### config.mk
export PLATFORM = sky130hd
export DESIGN_NAME = hilo_mdu_ctrl
export DESIGN_NICKNAME = d
export VERILOG_FILES = /design/src/rtl/hilo_mdu_ctrl.sv
export SDC_FILE = /design/constraint.sdc
export NUM_CORES = 2
export LEC_CHECK = 0
export CAP_MARGIN = 25
export CORE_ASPECT_RATIO = 1.5
export CORE_MARGIN = 5
export CORE_UTILIZATION = 30
export CTS_CLUSTER_DIAMETER = 30
export CTS_CLUSTER_SIZE = 25
export DETAILED_ROUTE_END_ITERATION = 16
export GPL_TIMING_DRIVEN = 0
export HOLD_SLACK_MARGIN = 0.08
export PLACE_DENSITY = 0.57
export SLEW_MARGIN = 30
export SYNTH_ARGS = -nofsm -noshare
export SYNTH_HDL_FRONTEND = slang
export SYNTH_SLANG_ARGS = --single-unit
### constraint.sdc
create_clock -name clk -period 14.22 [get_ports clk]
set_clock_uncertainty 0.15 [all_clocks]
set_input_delay 2.844 -clock clk [delete_from_list [all_inputs] [get_ports clk]]
set_output_delay 2.844 -clock clk [all_outputs]
set_load 0.05 [all_outputs]
### src/rtl/hilo_mdu_ctrl.sv
// hilo_mdu_ctrl: multiply/divide sequencer driving HI/LO write ports with a restoring divider FSM.
// Optional MDU_ITER_MUL_EN: shift-add iterative multiply instead of a single-cycle product.
module hilo_mdu_ctrl #(
    parameter int DATA_W = 32
) (
    input  logic              clk,
    input  logic              rst,
    input  logic              op_valid,
    input  logic [2:0]        op,
    input  logic [DATA_W-1:0] rs_data,
    input  logic [DATA_W-1:0] rt_data,
    input  logic              flush,
    output logic              stall_req,
    output logic              busy,
    output logic              hi_we,
    output logic              lo_we,
    output logic [DATA_W-1:0] hi_wdata,
    output logic [DATA_W-1:0] lo_wdata
);
    localparam int CW = $clog2(DATA_W);
    typedef enum logic [1:0] {IDLE, MUL, DIV, DONE} state_t;
    state_t state, state_nx;
    logic [CW-1:0] cnt;
    logic [DATA_W-1:0] q, r, d, mag_a, mag_b, q_st, r_st;
    logic [DATA_W:0] r_sh;
    logic [2*DATA_W-1:0] p_nx;
    logic neg_q, neg_r, hi_sel, lo_sel, acc, last, ge, sa, sb, mul_fin;
    assign acc = op_valid && op <= 3'd5 && !flush;
    assign last = cnt == CW'(DATA_W - 1);
    assign sa = !op[0] && rs_data[DATA_W-1];
    assign sb = !op[0] && rt_data[DATA_W-1];
    assign mag_a = sa ? -rs_data : rs_data;
    assign mag_b = sb ? -rt_data : rt_data;
    // q holds the dividend bits still to shift in and collects quotient bits from the right
    assign r_sh = {r, q[DATA_W-1]};
    assign ge = r_sh >= {1'b0, d};
    assign r_st = ge ? DATA_W'(r_sh - {1'b0, d}) : r_sh[DATA_W-1:0];
    assign q_st = {q[DATA_W-2:0], ge};
`ifdef MDU_ITER_MUL_EN
    logic [DATA_W:0] sum;
    assign sum = {1'b0, r} + (q[0] ? {1'b0, d} : '0);
    assign p_nx = {sum, q[DATA_W-1:1]};
    assign mul_fin = last;
`else
    assign p_nx = {{DATA_W{1'b0}}, q} * {{DATA_W{1'b0}}, d};
    assign mul_fin = 1'b1;
`endif
    assign busy = state != IDLE;
    assign stall_req = (state == IDLE && acc && op <= 3'd3) || state == MUL || state == DIV;
    assign hi_we = state == DONE && hi_sel && !flush;
    assign lo_we = state == DONE && lo_sel && !flush;

    always_comb begin
        state_nx = state;
        if (flush) state_nx = IDLE;
        else unique case (state)
            IDLE:    state_nx = !acc ? IDLE : op[2] ? DONE : op[1] ? DIV : MUL;
            MUL:     state_nx = mul_fin ? DONE : MUL;
            DIV:     state_nx = last ? DONE : DIV;
            default: state_nx = IDLE;
        endcase
    end

    always_ff @(posedge clk) begin
        if (rst) begin
            state <= IDLE;
            cnt <= '0;
            q <= '0;
            r <= '0;
            d <= '0;
            neg_q <= 1'b0;
            neg_r <= 1'b0;
            hi_sel <= 1'b0;
            lo_sel <= 1'b0;
            hi_wdata <= '0;
            lo_wdata <= '0;
        end else begin
            state <= state_nx;
            if (!flush) unique case (state)
                IDLE: if (acc) begin
                    cnt <= '0;
                    hi_sel <= op != 3'd5;
                    lo_sel <= op != 3'd4;
                    if (op == 3'd4) hi_wdata <= rs_data;
                    else if (op == 3'd5) lo_wdata <= rs_data;
                    else begin
                        q <= mag_a;
                        d <= mag_b;
                        r <= '0;
                        neg_q <= sa ^ sb;
                        neg_r <= sa;
                    end
                end
                MUL: begin
                    cnt <= cnt + 1'b1;
                    {r, q} <= p_nx;
                    if (mul_fin) {hi_wdata, lo_wdata} <= neg_q ? -p_nx : p_nx;
                end
                DIV: begin
                    cnt <= cnt + 1'b1;
                    q <= q_st;
                    r <= r_st;
                    // divide-by-zero yields all-ones naturally; it skips the quotient sign fixup
                    if (last) begin
                        lo_wdata <= (d == '0 || !neg_q) ? q_st : -q_st;
                        hi_wdata <= neg_r ? -r_st : r_st;
                    end
                end
                default: ;
            endcase
        end
    end
endmodule
[After elaboration in Yosys (flattened, before gate mapping)]
Cells that the tools add are included.
Word-level totals
  register bits: 171
  input bits: 71
  output and inout port bits: 68
  logic and storage cells: 99
Cells by class
  add/sub/neg operators: 7
  multiply operators: 1
  order comparisons: 3
  eq/ne operators: 14
  mux-type cells: 30
  bitwise operators: 4
  reductions and logical operators: 29
Operators by type and width (count)
  32-bit two-way mux: 18
  32-bit one-hot mux with 3 select lines: 4
  32-bit negation: 4
  32-bit by 32-bit multiplier with 64-bit output: 1
  64-bit two-way mux: 1
  64-bit negation: 1
  33-bit by 32-bit >= comparator with 1-bit output: 1
  32-bit logical NOT: 1
  32-bit subtractor: 1
  5-bit AND reduction: 3
  1-bit logical AND: 10
  5-bit one-hot mux with 2 select lines: 1
  2-bit != test, second input constant: 4
  3-bit == test, second input constant: 2
  2-bit two-way mux: 3
  3-bit != test, second input constant: 2
  2-bit one-hot mux with 3 select lines: 1
  3-bit AND reduction: 2
  6-bit AND reduction: 1
  5-bit by 1-bit adder with 5-bit output, second input constant: 1
  5-bit == test, second input constant: 1
  5-bit two-way mux: 1
  2-bit == test, second input constant: 2
  2-bit by 1-bit != test with 1-bit output, second input constant: 2
  12 further kinds: 20

[Depth between registers and ports, before layout]
  depth after elaboration: 7
  mapped depth: 34
  mapped depth without buffers: 28

[Worst setup path before layout]
No wires, ideal clock.
  path type: flip-flop to flip-flop
  start: register q[9]
  end: register hi_wdata[19]
  library setup time: 114 ps
  arrival: 8823 ps
  data required time: 13956 ps
  slack: 5132 ps
  stages on the path, launching flop included: 32
  buffers on the path: 4
  clock period less this slack: 9088 ps
  path through: dfxtp_1 -> clkbuf_1 -> buf_1 -> nand2_1 -> fa_1 -> inv_1 -> fa_1 -> fa_1 -> inv_1 -> fa_1 -> inv_1 -> fa_1 -> inv_1 -> fa_1 -> inv_1 -> fa_1 -> fa_1 -> ha_1 -> buf_2 -> and4_1 -> nand2_1 -> o2bb2ai_2 -> or4_4 -> a21o_1 -> a2111o_1 -> or3_4 -> or4_4 -> buf_2 -> o41ai_2 -> xnor2_1 -> a221oi_1 -> a2111oi_0
On the way
  cells in the longest elaborated chain, start to end: 4
RTL lines
  start, declared: line 24  | logic [DATA_W-1:0] q, r, d, mag_a, mag_b, q_st, r_st;
  start signal, assigned: line 87  | q <= mag_a;
  start signal, assigned: line 96  | {r, q} <= p_nx;
  start signal, assigned: line 101  | q <= q_st;
  32-bit by 32-bit multiplier with 64-bit output *: line 45  | assign p_nx = {{DATA_W{1'b0}}, q} * {{DATA_W{1'b0}}, d};
  64-bit negation: line 97  | if (mul_fin) {hi_wdata, lo_wdata} <= neg_q ? -p_nx : p_nx;
  64-bit two-way mux *: line 97
  32-bit one-hot mux with 3 select lines *: line 79  | if (!flush) unique case (state)
  end signal, assigned: line 84  | if (op == 3'd4) hi_wdata <= rs_data;
  end signal, assigned: line 97
  end signal, assigned: line 106  | hi_wdata <= neg_r ? -r_st : r_st;
  end, declared: line 17  | output logic [DATA_W-1:0] hi_wdata,
Mark *: on every way between the ends. The rest lies on a longest branch, timed or not.
A chain may end at the register's enable or synchronous reset.

[Final worst setup path]
  start: register q[13]
  end: register hi_wdata[14]
Same word-level chain as after synthesis.

==> impl_results.md <==
* 1st-iter DRT viols at approximately 4.3k
* Number of global-route vias before repair at around 49k
* Area occupied by multi-input gates at 41100 um2
* EDFF count, synth at 0
* Library cells used by synthesis at 97
* Worst slew pin tran at 1.17 ns
* VDD IR max at 102 uV
* Synthesized Nets at 7273
* Filler cells at 17.5k
* Crit. path cell count at 29
* Root buffer cell: clkbuf_16
* Clock transition at path regs at ~0.080 ns
* Max-cap viol count at 0
* Path depth of the worst reg2reg path at 29
* Hold depth at 2
* GRT overflow at 0
* Tmin final at 12.99 ns
* Crit path max fanout at 11
* DRT Wirelength at 270000 um
* Commonest non-fill, non-tap cells in the layout: 920 x inv_1, 897 x fa_1, 721 x nand2_1
* Final period util at 91.3%
* Crit. End Element: flop
* Util after Layout at about a third
* # hold bufs at CTS at 0
* Vias per Instance at 5.63
* Post-Synthesis Cells at 5997
* Rows at 182
* Chip width at 341 um
* # resized after CTS at 0
* Initial antenna violation count at 15
* Post-synthesis sequential area ratio at just under 7%
* Delay-heaviest family, CP: adder cells
* Die Y at 506 um
* Port Buffer Count at 137
* Num CTS Buffers at 17
* Peak Freq at 0.0770 GHz
* Share of layout cells above drive strength 1 at 3.62%
* Warnings from Yosys at 0
* Register bit total from synthesis at 171
* HP Class: reg -> reg
* First-pass GRT wire length at between 300000 and 400000 um
* FF+latch area at 3420 um2
* Worst relative slew slack at around 22%
* Drt drc at 0
* CP arrival at 13.20 ns
* Most common cell after layout, fill and taps aside: inv_1
* Placer Congestion at approximately 1.1
* CP peak stage delay at 0.91 ns
* WL/cell at 32.5 um
* Area grow syn2layout at 10.7%
* Largest net degree at the start of global routing at 17
* Die area at 173000 um2
* Clk Latency, worst-skew pair at 0.53 ns
* Max Root-Sink Buffers at 2
* Synth Cell Area at 49300 um2
* Crit-path slowest cell: clkbuf_1
* Post-DP HPWL at 229000 um
* Most common cell on crit path: fa_1
* Leakage Power at 24.6 nW
* Core Region at 164000 um2
* Vias at ~47k
* Synth async-reset ratio at 0%
* Status: finished clean
* GRT Overall Usage at 30.7%
* Critical path launch point type: flop
* Setup Crit Path Kind: reg -> reg
* CTS tree: yes
* Boundary Pins at approximately 140
* Starting Density at 30.1%
* Final hold vios at 0
* Required time worst endpoint at 14.44 ns
* Final Setup Violations at 0
* Worst Path Buf+Inv at 7
* Setup TNS at 0 ns
* Slew Viols, Final at 0
* Drt first pass iters at 6
* H-tree Lvls at 4
* Clock Sinks at 171
* Number of post-CTS setup repair buffers at 0
* Cell Pwr Density at 53.0 nW/um2
* Mean Syn Cell Area at 8.22 um2
* Routed Antenna Nets at 0
* Synth Flop Type: dfxtp_1
* RSZ-0062 raised after global routing: false
* NumNets Final at 7454
[flip-flops by register name, indices dropped and copies added (netlist names)]
name      count
neg_q         1
q            32
neg_r         1
lo_sel        1
r            32
hi_wdata     32
d            32
state         2
hi_sel        1
cnt           5
lo_wdata     32
[cell families (layout without fill, tap and decap cells)]
family	after synthesis	count (layout)	synth area share, %
AOI/OAI and AO/OA	966	966	13.3
other	0	11	0
muxes	27	27	0.563
DFF	171	171	6.94
xor gates and xnor gates	212	212	3.77
adders and majority gates	1205	1205	44.2
buffers and inverters	1339	1533	10.2
and+or+nand+nor	2077	2077	21.0
[per-stage QoR]
stage	setup WS (ns)	hold slack (ns)	power (mW)	instances	instance area, um2
floorplan	5.13	0.286	1.46	5997	49300
global placement	0.594	0.293	2.27	8250	53300
detailed placement	1.60	0.298	2.28	8274	53900
CTS	1.51	0.311	2.84	8306	54500
global route	1.35	0.331	2.97	8307	54600
finish	1.23	0.311	2.89	8318	54600
[synthesized netlist by cell type, types with 55 or more instances]
cell type  count  share of area, %
nor3_1       105               1.1
and2_1       565               7.2
nand2_1      721               5.5
ha_1         308               7.8
xor2_1        82               1.5
a221oi_1      64               1.1
a211oi_1      62              0.94
clkbuf_1     377               2.9
a21oi_1      264               2.7
inv_1        920               7.0
a21o_1        55              0.84
dfxtp_1      171               6.9
o21ai_0      153               1.6
nor2_1       341               2.6
fa_1         897                36
xnor2_1      130               2.3
[power by group]
group	switching, mW	internal, mW
Combinational	1.32	0.506
Clock	0.260	0.291
Sequential	0.0189	0.495
[routing by layer]
metal  up-vias  GRT usage, %  wire (um)
met2      2561          51.0     126000
met4         2          31.6      35400
met5         -             0         20
li1      19600             -          -
met3       966          5.09      18400
met1     23600          32.0      90700
[worst reg2reg max path, delay by kind of cell, from the launching register on]
kind	cells	cell delay, ns
compound gates	4	2.06
xor+xnor	2	0.50
fa+ha+maj	9	4.52
buf+inv	7	2.76
flops	1	0.33
simple gates	7	2.50
[layout make-up]
type / count / share of cell area, %
well taps: 2116 / 4.85
plain buffers: 417 / 3.06
clock buffers: 19 / 0.830
diodes: 11 / 0.0504
repair buffers: 162 / 3.04
inverters: 922 / 6.34
clock inverters: 13 / 0.328
multi-input cells: 4487 / 75.2
flip-flops and latches: 171 / 6.27
[worst paths after layout]
check | start | endpoint | slack [ns]
hold reg to reg | cnt[4] | cnt[4] | 0.31
setup reg to reg | q[13] | hi_wdata[14] | 1.23
hold / removal | cnt[4] | cnt[4] | 0.31
setup / recovery | q[13] | hi_wdata[14] | 1.23
Note: power is estimated with default switching activity, not from simulation.
